<file path="config.mk">
export PLATFORM = sky130hd
export DESIGN_NAME = life_matrix_scan
export DESIGN_NICKNAME = d
export VERILOG_FILES = /design/src/rtl/life_matrix_scan.sv
export SDC_FILE = /design/constraint.sdc
export NUM_CORES = 1
export LEC_CHECK = 0
export BUFFER_PORTS_ARGS = -buffer_cell sky130_fd_sc_hd__buf_2
export CAP_MARGIN = 5
export CORE_MARGIN = 1
export CORE_UTILIZATION = 38
export CTS_CLUSTER_DIAMETER = 150
export DETAILED_ROUTE_END_ITERATION = 12
export HOLD_SLACK_MARGIN = 0.02
export RECOVER_POWER = 50
export SYNTH_ARGS = -nofsm -noshare
export SYNTH_HDL_FRONTEND = slang
export SYNTH_SLANG_ARGS = --single-unit
</file>
<file path="constraint.sdc">
create_clock -name clk -period 3 [get_ports clk]
set_clock_uncertainty 0.15 [all_clocks]
set_input_delay 0 -clock clk [delete_from_list [all_inputs] [get_ports clk]]
set_output_delay 0 -clock clk [all_outputs]
set_load 0.1 [all_outputs]
</file>
<file path="src/rtl/life_matrix_scan.sv">
// life_matrix_scan: row-multiplexed driver for the 8x8 Game-of-Life LED grid.
// Incoming generations land in a shadow buffer and are only promoted to the
// active (displayed) buffer at a frame boundary, so a frame is never torn.
// Optional build macro: LIFE_SCAN_BLANK_EN inserts a 2-cycle dark gap after
// every row to suppress ghosting between rows.
module life_matrix_scan #(
    parameter int DWELL = 1000
) (
    input  logic        clk,
    input  logic        reset_n,
    input  logic [63:0] grid,
    input  logic        grid_valid,
    output logic [7:0]  row_sel,
    output logic [7:0]  col_data,
    output logic        frame_done,
    output logic [15:0] gen_count
);

    localparam logic [15:0] DWELL_LAST = 16'(DWELL - 1);
`ifdef LIFE_SCAN_BLANK_EN
    localparam logic [15:0] BLANK_LAST = 16'd1;
`endif

    typedef enum logic [1:0] {
        IDLE  = 2'd0,
        SCAN  = 2'd1
`ifdef LIFE_SCAN_BLANK_EN
        ,
        BLANK = 2'd2
`endif
    } state_t;

    state_t      state, state_next;
    logic [2:0]  row, row_next;
    logic [15:0] dwell, dwell_next;
    logic [63:0] shadow, shadow_next;
    logic [63:0] active, active_next;
    logic        pending, pending_next;
    logic        swap;
    logic [15:0] gen_count_next;
    logic [7:0]  row_sel_next;
    logic [7:0]  col_data_next;
    logic        frame_done_next;

    // Scan sequencing: decide the next state, row and dwell position, and
    // whether this edge promotes the shadow buffer into the active buffer.
    always_comb begin
        state_next = state;
        row_next   = row;
        dwell_next = dwell;
        swap       = 1'b0;
        case (state)
            IDLE: begin
                if (pending) begin
                    swap       = 1'b1;
                    state_next = SCAN;
                    row_next   = 3'd0;
                    dwell_next = 16'd0;
                end
            end
            SCAN: begin
                if (dwell == DWELL_LAST) begin
                    dwell_next = 16'd0;
                    row_next   = row + 3'd1;
                    swap       = pending && (row == 3'd7);
`ifdef LIFE_SCAN_BLANK_EN
                    state_next = BLANK;
`endif
                end else begin
                    dwell_next = dwell + 16'd1;
                end
            end
`ifdef LIFE_SCAN_BLANK_EN
            BLANK: begin
                if (dwell == BLANK_LAST) begin
                    dwell_next = 16'd0;
                    state_next = SCAN;
                end else begin
                    dwell_next = dwell + 16'd1;
                end
            end
`endif
            default: begin
                state_next = IDLE;
            end
        endcase
    end

    // Buffer bookkeeping: a swap reads the shadow as it was before this edge,
    // so a grid arriving on the swap edge stays pending for the next frame.
    always_comb begin
        shadow_next    = grid_valid ? grid : shadow;
        pending_next   = grid_valid | (pending & ~swap);
        active_next    = swap ? shadow : active;
        gen_count_next = gen_count;
        if (grid_valid && (gen_count != 16'hFFFF)) begin
            gen_count_next = gen_count + 16'd1;
        end
    end

    // Output decode from the upcoming state so every output is a register.
    always_comb begin
        row_sel_next    = 8'h00;
        col_data_next   = 8'h00;
        frame_done_next = 1'b0;
        if (state_next == SCAN) begin
            row_sel_next  = 8'd1 << row_next;
            col_data_next = active_next[{row_next, 3'b000} +: 8];
        end
`ifdef LIFE_SCAN_BLANK_EN
        frame_done_next = (state_next == BLANK) && (row_next == 3'd0) &&
                          (dwell_next == BLANK_LAST);
`else
        frame_done_next = (state_next == SCAN) && (row_next == 3'd7) &&
                          (dwell_next == DWELL_LAST);
`endif
    end

    // State, counters and buffers.
    always_ff @(posedge clk or negedge reset_n) begin
        if (!reset_n) begin
            state   <= IDLE;
            row     <= 3'd0;
            dwell   <= 16'd0;
            shadow  <= 64'd0;
            active  <= 64'd0;
            pending <= 1'b0;
        end else begin
            state   <= state_next;
            row     <= row_next;
            dwell   <= dwell_next;
            shadow  <= shadow_next;
            active  <= active_next;
            pending <= pending_next;
        end
    end

    // Registered outputs; reset blanks the matrix without waiting for a clock.
    always_ff @(posedge clk or negedge reset_n) begin
        if (!reset_n) begin
            row_sel    <= 8'h00;
            col_data   <= 8'h00;
            frame_done <= 1'b0;
            gen_count  <= 16'd0;
        end else begin
            row_sel    <= row_sel_next;
            col_data   <= col_data_next;
            frame_done <= frame_done_next;
            gen_count  <= gen_count_next;
        end
    end

endmodule

</file>
Yosys cells after proc, flatten, opt, wreduce, memory -nomap -nowiden
Cells that the tools add are included.
{ "totals": {"latchBits": 0, "out_inout_bits": 33, "elab_cells": 44, "inputBits": 67, "ram_bits": 0, "romBits": 0, "mem_count": 0, "regBits": 183} }
{ "op_classes": {"add_sub_neg": 3, "multipliers": 0, "bitwise_logic": 3, "n_reduce_logical": 5, "div": 0, "shifts": 2, "order_cmp": 0, "muxes": 14, "eq_ne": 7} }
{ "op_table": {"columns": ["op", "n"], "rows": [
  ["2-to-1 mux 64 bit", 1],
  ["indexed part select 64 x 7 -> 8 bit", 1],
  ["adder 16 x 1 -> 16 bit (second input constant)", 2],
  ["== test 16 x 10 -> 1 bit (second input constant)", 2],
  ["2-to-1 mux 16 bit", 2],
  ["one-hot mux 16 bit (2 select lines)", 1],
  ["2-to-1 mux 8 bit", 2],
  ["inequality test 16 bit (second input constant)", 1],
  ["<< shifter 1 x 3 -> 8 bit (first input constant)", 1],
  ["== test 3 bit (second input constant)", 2],
  ["2-to-1 mux 3 bit", 2],
  ["one-hot mux 3 bit (2 select lines)", 1],
  ["== test 2 x 1 -> 1 bit (second input constant)", 2],
  ["logical AND 1 bit", 4],
  ["one-hot mux 2 bit (2 select lines)", 1],
  ["adder 3 x 1 -> 3 bit (second input constant)", 1],
  ["zero test 2 bit", 1],
  ["2-to-1 mux 1 bit", 2],
  ["2-to-1 mux 2 bit", 1],
  ["one-hot mux 1 bit (2 select lines)", 1],
  ["bitwise AND 1 bit", 1],
  ["inverter 1 bit", 1],
  ["bitwise OR 1 bit", 1]
]} }

Depth between registers and ports, before layout
Gate-level depths: netlist (run 1).
{ "logic_depth": {"ltp_word": 7, "depth_mapped": 12, "mapped_depth_nobuf": 9} }

Worst setup path after synthesis (run 1)
OpenSTA, ideal clock, no wires.
{ "synth_timing": {"path_type": "flip-flop to flip-flop", "from": "register gen_count[8]", "to": "register gen_count[9]", "period_less_slack_ps": 2766, "setup_time_ps": 159, "arrival_ps": 2458, "n_path_buf": 0, "stages_incl_launch_ff": 8, "required_ps": 2691, "path_slack_ps": 234, "cell_sequence": "dfrtp_1 > and4_1 > and3_1 > nand3_1 > o31ai_2 > nor3_1 > nand3_1 > xnor2_1"} }
{ "synth_via": {"elab_chain_len": 2, "word_cells_on_any_way": 3, "classes_between": "1 x add/sub; 1 x eq/ne; 1 x reduce/logical"} }
{ "synth_lines": {"columns": ["item", "line", "text"], "rows": [
  ["start, declared", "16", "output logic [15:0] gen_count"],
  ["start signal, assigned", "149", "gen_count <= gen_count_next;"],
  ["branches (longest 2 deep; another with adder 16 x 1 -> 16 bit)", null, null]
]} }
Parallel ways; which one is timed is not known.
A chain may end at the register's enable or synchronous reset.

Worst setup path in the final report (run 1)
{ "layout_timing": {"from": "register row[1]", "to": "register col_data[2]"} }
{ "layout_via": {"elab_chain_len": 7, "word_cells_on_any_way": 11, "classes_between": "1 x add/sub; 1 x eq/ne; 1 x shift; 7 x mux; 1 x reduce/logical"} }
{ "layout_lines": {"columns": ["item", "line", "text"], "rows": [
  ["start, declared", "34", "logic [2:0] row, row_next;"],
  ["start signal, assigned", "130", "row <= row_next;"],
  ["== test 3 bit", "65", "swap = pending && (row == 3'd7);"],
  ["logical AND 1 bit", "65", null],
  ["2-to-1 mux 1 bit", "62", "if (dwell == DWELL_LAST) begin"],
  ["one-hot mux 1 bit (2 select lines)", "52", "case (state)"],
  ["2-to-1 mux 64 bit", "94", "active_next = swap ? shadow : active;"],
  ["via active_next[34]", "37", "logic [63:0] active, active_next;"],
  ["indexed part select 64 x 7 -> 8 bit", "108", "col_data_next = active_next[{row_next, 3'b000} +: 8];"],
  ["2-to-1 mux 8 bit", "106", "if (state_next == SCAN) begin"],
  ["via col_data_next[2]", "42", "logic [7:0] col_data_next;"],
  ["end signal, assigned", "147", "col_data <= col_data_next;"],
  ["end, declared", "14", "output logic [7:0] col_data,"]
]} }
The timed path passes the listed nets, and every way through them passes these cells.

==> results.cfg, run 1 <==
[run_status]
outcome = finished, violations left
violations = capacitance limit, slew limit

[grt]
antenna_found_initial = 0
overflow = 0
first_global_vias = 5973
grt_pass1_wl_um = 31200
grt_max_degree = 78
grtUsageTotal_pct = 18.7

[synth]
synth_edf_count = 0
synth_seq_cells = 183
syn_area_um2 = 8000
avgSynthCellArea_um2 = 12.5
synth_top_area_share_pct = 57.2
post-synth-top-count-cell = dfrtp_1
ys_types = 63
ys_seq_area_share_pct = 57.2
synth_top_area_cell = dfrtp_1
yosysWarnings = 0
synthArstFlopShare_pct = 100
syn_inst = 638
synth_nets = 709
synth_flop_cell = dfrtp_1
synth_area_leaders = dfrtp_1, mux2_2, mux2i_1
synthTopCellsByCount = dfrtp_1, mux2_2, inv_1, mux2i_1, nand2_1

[clock_tree]
htree_levels = 4
cts_inserted_buffers = 17
clkSinkCount = 183
root_buffer = clkbuf_16
clk-insertion-delay-late_ns = 0.43
cts_tree = done
clk_pin_slew_worst_paths_ns = 0.07
clock_path_buffers = 2

[finish]
postLayoutCellArea_um2 = 10300
insertedDiodeCount = 0
postLayoutCoreUtil_pct = 50.2
drive_above_1_share_pct = 31.2
area_delta_synth_final_pct = 28.3
num-nets-final = 905

[timing]
clock.fmax_mhz = 342
fin_crit_sh_pct = 97.6
slew_violations = 78
setup_viol = 0
post-route-min-period_ns = 2.93
worst_pin_slew_ns = 1.91
final_hold_viol_count = 0
rsz0062_at_grt = true
slew_headroom_pct = -27.4

[die]
die-area_um2 = 21600
die_width_um = 147
start_util_pct = 39.2
rows = 52
io_pins = 100
die_y_um = 147
core-area_um2 = 20400

[detailed_routing]
vias = 5609
avgViaCountPerCell = 5.03
drc = 0
drtIter0Drc = 301
wl_per_cell_um = 17.2
wirelength_um = 19200
drt_pass1_iterations = 5
ant_nets = 0

[setup_path]
required_ns = 3.14
crit_arrival_ns = 3.07
cp_max_fo = 20
end_kind = flip-flop
worst-setup-path-type = reg2reg
cpMaxStageDelayCell = dfrtp_2
path_delay_family = multiplexers
cp_cell_sequence = ha_1, ha_1, nor4bb_2, nand4_1, o21ai_4, buf_12, mux2_2, mux2_2, o21ai_4, a21oi_1
worstSetupStartpointType = flip-flop
cpPeakStageDelay_ns = 0.41
path_buf_inv = 1

[min_path]
worstHoldPathType = in2reg

[power_and_ir_drop]
irDropWorstVdd_mv = 0.614
power_per_cell_area_nw_per_um2 = 649
p_leak_nw = 4.63

[placement]
finalWeightedCongestion = 0.857
numPortBuffers = 99
post_dp_cell_area_um2 = 8970
dp_hpwl_um = 13300

[run]
drv_cap = 1
[worst register-to-register path: stages (launching register included)]
cell      delay, ns
dfrtp_2        0.41
ha_1           0.17
ha_1           0.15
nor4bb_2       0.27
nand4_1        0.22
o21ai_4        0.28
buf_12         0.21
mux2_2         0.37
mux2_2         0.29
o21ai_4        0.19
a21oi_1        0.09
[metrics by stage]
| stage | std cells | setup TNS (ns) | total power, mW | hold slack, ns | setup WS, ns |
|---|---|---|---|---|---|
| 2_1_floorplan | 638 | 0 | 4.08 | -0.446 | 0.234 |
| 3_3_place_gp | 1013 | 0 | 4.43 | -0.0699 | 0.0480 |
| 3_5_place_dp | 1013 | -0.0828 | 4.48 | -0.0682 | -0.0632 |
| 4_1_cts | 1109 | 0 | 6.73 | 0.0310 | 0.0203 |
| 5_1_grt | 1116 | -0.144 | 6.98 | 0.177 | -0.0760 |
| 6_report | 1116 | 0 | 6.66 | 0.186 | 0.0731 |
[cell usage in the layout (no fill, tap or decap), types with 23 or more instances in the layout]
cell,synthesis,routed
o21ai_0,24,23
dfrtp_1,183,181
buf_4,3,32
dlygate4sd3_1,0,65
nand2_1,32,32
inv_1,50,50
mux2_2,93,93
mux2i_1,46,46
buf_2,4,80
[metal layers]
metal | vias to the layer above | share of wire (%) | GRT usage, %
li1 | 2638 | - | -
met5 | - | 0 | 0
met1 | 2802 | 46 | 24.6
met4 | 0 | 1.7 | 6.55
met3 | 26 | 4.1 | 3.66
met2 | 143 | 48 | 30.9
[final cells by class]
cell class / count / area, um2
timing repair buffer: 204 / 1480
inverter: 50 / 188
fill: 1833 / 10200
multi-input combinational: 378 / 3100
clock inverter: 11 / 116
sequential: 183 / 4580
clock buffer: 20 / 457
tap: 270 / 338
[power breakdown]
part	total, mW	switching, mW	leakage [nW]	internal, mW
logic	1.46	0.964	2.11	0.497
clock network	2.16	0.961	0.280	1.20
registers	3.04	0.196	2.23	2.84
[flip-flops by register name (all words and copies together), names as in the netlist]
name,cells
row,3
frame_done,1
active,64
row_sel,8
pending,1
shadow,64
col_data,8
dwell,16
state,2
gen_count,16
[what timing repair did]
| item | CTS | global route |
|---|---|---|
| pin swaps | 0 | 2 |
| hold buffers | 65 | 0 |
| endpoints found under the hold margin | 148 | 0 |
| setup buffers | 0 | 6 |
| cloned | 0 | 1 |
| resized for setup | 2 | 9 |
| endpoints found under the setup margin | 2 | 9 |
[cells by family after synthesis]
logic type / synth area share [%]
flops: 57.2
mux: 19.0
simple gates: 8.08
compound gates: 8.13
buf+inv: 4.66
xor+xnor: 2.19
fa+ha+maj: 0.626
other cells: 0.0469
[worst paths after layout]
kind | start | to | slack (ns) | cells after the start
hold reg to reg | active[18]$_DFF_PN0_ | active[18]$_DFF_PN0_ | 0.33 | 2
setup / recovery | row[1]$_DFF_PN0_ | col_data[2]$_DFF_PN0_ | 0.07 | 10
setup reg to reg | row[1]$_DFF_PN0_ | col_data[2]$_DFF_PN0_ | 0.07 | 10
hold / removal | grid[55] | shadow[55]$_DFFE_PN0P_ | 0.19 | 3
min in group asynchronous | reset_n | shadow[33]$_DFFE_PN0P_ | 0.50 | 2
max in group asynchronous | reset_n | row_sel[7]$_DFF_PN0_ | 0.51 | 3
Note: power is estimated with default switching activity, not from simulation.
==> run 2: changes to the inputs <==
- BUFFER_PORTS_ARGS: -buffer_cell sky130_fd_sc_hd__buf_2 -> not set
- DONT_BUFFER_PORTS: not set -> 1
==> run 2 against run 1 <==
  * The run ends with hold timing left
  * Clock-buffer cell count decreased by 1
  * Sequential power increased by 5%
  * Global-route usage increased by 0.39 points
  * Maximum frequency increased by 2.6%
  * Register-to-register slack improved by 0.07 ns
  * Critical path type unchanged
  * Largest cell class unchanged
  * Largest power group unchanged
==> results.cfg, run 2 (synthesis results as in run 1) <==
[clock_tree]
cts_inserted_buffers = 17
cts_tree = done
cts_hold_buf = 131
root_buffer = clkbuf_16
clkSinkCount = 183
clock_path_buffers = 2
htree_levels = 4
clk_pin_slew_worst_paths_ns = 0.08
clk-insertion-delay-late_ns = 0.44

[placement]
numPortBuffers = 0
finalWeightedCongestion = 0.795
dp_hpwl_um = 12500
place_inst = 919
dp_slack_ns = 0.0639

[detailed_routing]
vias = 5447
drc = 0
avgViaCountPerCell = 5.00
drt_pass1_iterations = 4
wl_per_cell_um = 17.8
drtIter0Drc = 293
wirelength_um = 19300
ant_nets = 0

[die]
die_width_um = 147
rows = 52
core-area_um2 = 20400
start_util_pct = 39.2
die_y_um = 147
die-area_um2 = 21600
io_pins = 100

[power_and_ir_drop]
p_clk_share_pct = 34.4
combPwrFrac_pct = 19.6
p_leak_nw = 4.56
irDropWorstVdd_mv = 0.532
p_total_mw = 6.91
power_per_cell_area_nw_per_um2 = 656
swShare_pct = 31.0
intPower_mw = 4.76
switching_power_mw = 2.14
seqPwrFrac_pct = 46.0

[finish]
fin_cells = 1089
layout_commonest_cell = dfrtp_1
area_delta_synth_final_pct = 31.6
postLayoutCoreUtil_pct = 51.5
mostFrequentLayoutCells = dfrtp_1, dlygate4sd3_1, mux2_2, inv_1, mux2i_1
insertedDiodeCount = 0
num-nets-final = 877
largestRegisters = active (64), shadow (64)
drive_above_1_share_pct = 21.2

[setup_path]
end_kind = flip-flop
worst-setup-path-type = reg2reg
crit_arrival_ns = 3.00
worstSetupStartpointType = flip-flop
path_delay_family = multiplexers
cpPeakStageDelay_ns = 0.41
cp_cell_sequence = ha_1, and4bb_1, nand4_1, o21ai_4, buf_12, buf_12, mux2_2, mux2_2, o221ai_1, a21oi_1
cpMaxStageDelayCell = dfrtp_1
path_buf_inv = 2
cp_max_fo = 13
required_ns = 3.15

[timing]
rsz0062_at_grt = false
tns_ns = 0
slew_headroom_pct = 10.8
worst_pin_slew_ns = 1.34
post-route-min-period_ns = 2.85
final_hold_viol_count = 183
slew_violations = 0
setup_viol = 0
holdWs_ns = -0.891
fin_crit_sh_pct = 95.1
clock.fmax_mhz = 351
finalWorstSetupSlack_ns = 0.148

[run]
drv_cap = 0

[grt]
grt_pass1_wl_um = 31800
first_global_vias = 5940
grt_max_degree = 184
antenna_found_initial = 0
grtUsageTotal_pct = 19.1
overflow = 0

[run_status]
violations = hold timing
outcome = finished, violations left

[min_path]
worstHoldPathType = in2async
run 2: cell types whose count changed in the layout (fill, tap and decap cells not counted), moves of 3 or more:
| cell | previous run | this run |
|---|---|---|
| inv_6 | 4 | 0 |
| buf_4 | 32 | 26 |
| buf_2 | 80 | 0 |
| dlygate4sd3_1 | 65 | 130 |
| clkbuf_2 | 3 | 0 |
| clkbuf_1 | 20 | 14 |
run 2: path summary, 6_finish.rpt:
kind / cells past startpoint / slack, ns / endpoint / startpoint
setup / recovery: 10 / 0.15 / col_data[5]$_DFF_PN0_ / dwell[1]$_DFF_PN0_
min in group clk: 2 / 0.33 / active[3]$_DFF_PN0_ / active[3]$_DFF_PN0_
hold / removal: 0 / -0.89 / row_sel[6]$_DFF_PN0_ / reset_n
setup reg to reg: 10 / 0.15 / col_data[5]$_DFF_PN0_ / dwell[1]$_DFF_PN0_
hold reg to reg: 2 / 0.33 / active[3]$_DFF_PN0_ / active[3]$_DFF_PN0_
max in group asynchronous: 0 / 3.39 / gen_count[7]$_DFFE_PN0P_ / reset_n
run 2: metrics by stage:
step	hold WS (ns)	cell area, um2
final	-0.891	10500
after global routing	-0.916	10500
after CTS	-0.902	10500
after detailed placement	-0.438	8480
after global placement	-0.439	8480
after floorplan	-0.446	8000
run 2: cell type report:
| cell class | count | area, um2 |
|---|---|---|
| fillers | 1769 | 9900 |
| clock buffers | 19 | 443 |
| clock inverters | 13 | 194 |
| well taps | 270 | 338 |
| multi-input cells | 378 | 3080 |
| repair buffers | 176 | 1700 |
| inverters | 50 | 188 |
| flip-flops and latches | 183 | 4580 |
run 2: what timing repair did:
action                     CTS  global route
buffers inserted             0             5
setup endpoints to repair    0             8
hold endpoints to repair   264           183
resized for setup            0             6
run 2: worst register-to-register path, stage by stage, from the launching register on:
cell and delay, ns:
dfrtp_1 0.41, ha_1 0.30, and4bb_1 0.24, nand4_1 0.21, o21ai_4 0.23, buf_12 0.14, buf_12 0.15, mux2_2 0.36
mux2_2 0.26, o221ai_1 0.17, a21oi_1 0.09
run 2: power groups by stage:
| stage | Clock [mW] | Combinational, mW | Sequential (mW) |
|---|---|---|---|
| floorplan | 0 | 0.580 | 3.50 |
| finish | 2.38 | 1.35 | 3.18 |
| detailed placement | 0 | 1.14 | 3.23 |
| CTS | 2.41 | 1.36 | 3.18 |
| global route | 2.53 | 1.46 | 3.22 |
| global placement | 0 | 1.10 | 3.22 |
run 2: layer usage:
layer	global-route usage, %	wire, um
met2	31.7	9600
met3	4.69	926
met1	24.2	8460
met5	0	0
met4	7.01	352
==> run 3: changes to the inputs <==
==> constraint.sdc (replaced) <==
create_clock -name clk -period 3 [get_ports clk]
set_clock_uncertainty 0.15 [all_clocks]
set_input_delay 0.45 -clock clk [delete_from_list [all_inputs] [get_ports clk]]
set_output_delay 0.45 -clock clk [all_outputs]
set_load 0.1 [all_outputs]
==> run 3 against run 2 <==
  * The flow still finishes with violations (hold timing)
  * Register-to-register slack about the same
  * Via count down 5.5%
  * Critical path depth shrank 1
  * Routed wire length decreased by 6.6%
  * Global-route usage shrank 1.3 points
  * Flip-flop and latch count did not move
  * Sequential power about the same
  * Cell count shrank 6.0%
  * Power down 2.1%
  * Non-clock buffer count shrank 65
  * First-iteration DRC count shrank 5.5%
  * Clock power barely moved
  * Largest cell class unchanged
  * Largest power group unchanged
==> results.cfg, run 3 (synthesis results as in run 1) <==
[finish]
largestRegisters = active (64), shadow (64)
multi_input_area_um2 = 3080
mostFrequentLayoutCells = dfrtp_1, mux2_2, dlygate4sd3_1, inv_1, mux2i_1
num-nets-final = 812
insertedDiodeCount = 0
layout_commonest_cell = dfrtp_1
area_delta_synth_final_pct = 23.9
drive_above_1_share_pct = 24.7
fill_cells = 1819
ff_latch_area_um2 = 4580

[setup_path]
worst-setup-path-type = reg2reg
regToRegEndpoint = col_data[7]$_DFF_PN0_
cpMaxStageDelayCell = dfrtp_1
cp_max_fo = 13
worstSetupStartpointType = flip-flop
rr_startpoint = dwell[1]$_DFF_PN0_
required_ns = 3.16
crit_arrival_ns = 3.01
end_kind = flip-flop
ff2ff_setup_slack_ns = 0.16
cpPeakStageDelay_ns = 0.41
cp_cell_sequence = ha_1, and4bb_1, nand4_1, o21ai_4, buf_12, buf_12, mux2_2, mux2_2, o32a_1
ff2ff_path_depth = 9

[timing]
worst_pin_slew_ns = 0.974
clock.fmax_mhz = 352
fin_crit_sh_pct = 94.7
tns_ns = 0
post-route-min-period_ns = 2.84
slew_violations = 0
holdWs_ns = -0.434
setup_viol = 0
rsz0062_at_grt = false
slew_headroom_pct = 35.1
final_hold_viol_count = 183

[power_and_ir_drop]
power_per_cell_area_nw_per_um2 = 682
irDropWorstVdd_mv = 0.548
p_clk_share_pct = 34.9
intPower_mw = 4.69
swShare_pct = 30.7
switching_power_mw = 2.08
seqPwrFrac_pct = 47.0
p_leak_nw = 4.33
combPwrFrac_pct = 18.1

[detailed_routing]
wirelength_um = 18100
drt_pass1_iterations = 4
drtIter0Drc = 277
wl_per_cell_um = 17.6
drc = 0
vias = 5149
avgViaCountPerCell = 5.03
ant_nets = 0

[grt]
overflow = 0
grtUsageTotal_pct = 17.8
grt_pass1_wl_um = 29600
antenna_found_initial = 0
first_global_vias = 5559
grt_max_degree = 184

[die]
io_pins = 100
core-area_um2 = 20400
start_util_pct = 39.2
die-area_um2 = 21600
die_y_um = 147
rows = 52
die_width_um = 147

[clock_tree]
cts_inserted_buffers = 17
clkSinkCount = 183
htree_levels = 4
root_buffer = clkbuf_16
clk-insertion-delay-late_ns = 0.44
clock_path_buffers = 2
cts_tree = done
clk_pin_slew_worst_paths_ns = 0.07

[run_status]
violations = hold timing
outcome = finished, violations left

[run]
drv_cap = 0

[min_path]
worstHoldPathType = in2async

[placement]
dp_hpwl_um = 12500
finalWeightedCongestion = 0.795
numPortBuffers = 0
[run 3: cell count changes in the layout (fill, tap and decap cells not counted), sizes merged]
cell,change
dlygate4sd3,-64
clkbuf,-13
buf,+12
[run 3: layout make-up]
cell class,count,area share [%]
sequential,183,46.2
clock inverter,13,1.96
clock buffer,19,4.47
inverter,50,1.89
multi-input combinational,378,31.1
timing repair buffer,111,10.9
tap,270,3.41
[run 3: per-stage QoR]
stage                     total power [mW]  instances  instance area, um2  utilization, %  worst slack (ns)
final                                 6.76       1024                9910            48.5             0.158
after global routing                  7.06       1024                9910            48.5           0.00660
after CTS                             6.82       1016                9770            47.8            0.0106
after detailed placement              4.37        919                8480            41.5            0.0639
after global placement                4.32        919                8480            41.5             0.156
after floorplan                       4.08        638                8000               -             0.234
[run 3: power by group through the flow]
stage,Combinational (mW),Clock [mW],Sequential [mW]
finish,1.23,2.36,3.18
floorplan,0.580,0,3.50
detailed placement,1.14,0,3.23
global placement,1.10,0,3.22
global route,1.33,2.52,3.22
CTS,1.22,2.41,3.18
[run 3: how the worst max path moves through the flow]
stage                        startpoint                  endpoint  slack (ns)  cells after the start
2_1_floorplan  gen_count[8]$_DFFE_PN0P_  gen_count[9]$_DFFE_PN0P_        0.23                      7
3_3_place_gp           row[1]$_DFF_PN0_     col_data[7]$_DFF_PN0_        0.16                      9
3_5_place_dp           row[1]$_DFF_PN0_     col_data[5]$_DFF_PN0_        0.06                     10
4_1_cts                row[1]$_DFF_PN0_     col_data[7]$_DFF_PN0_        0.01                      9
5_1_grt                row[0]$_DFF_PN0_     col_data[7]$_DFF_PN0_       0.007                     10
6_report             dwell[1]$_DFF_PN0_     col_data[7]$_DFF_PN0_        0.16                      9
[run 3: critical path: cells and delay by family (launching register included)]
family                   cells  cell delay [ns]
multiplexers                 2             0.61
buffers and inverters        2             0.29
AND/OR/NAND/NOR              2             0.45
flip-flops                   1             0.41
AO/OA/AOI/OAI                2             0.52
adder cells (fa/ha/maj)      1             0.29
[run 3: layer usage]
metal  routed length [um]  global-route usage [%]  up-vias
met2                 8780                    28.9      124
met5                    0                       0        -
li1                     -                       -     2439
met3                  861                    4.50       22
met4                  341                    6.96        0
met1                 8090                    22.9     2564
[run 3: repair_timing]
action | CTS | global route
hold endpoints to repair | 247 | 184
setup buffers | 0 | 5
gates resized for setup | 0 | 6
hold buffers | 65 | 1
setup endpoints to repair | 0 | 8
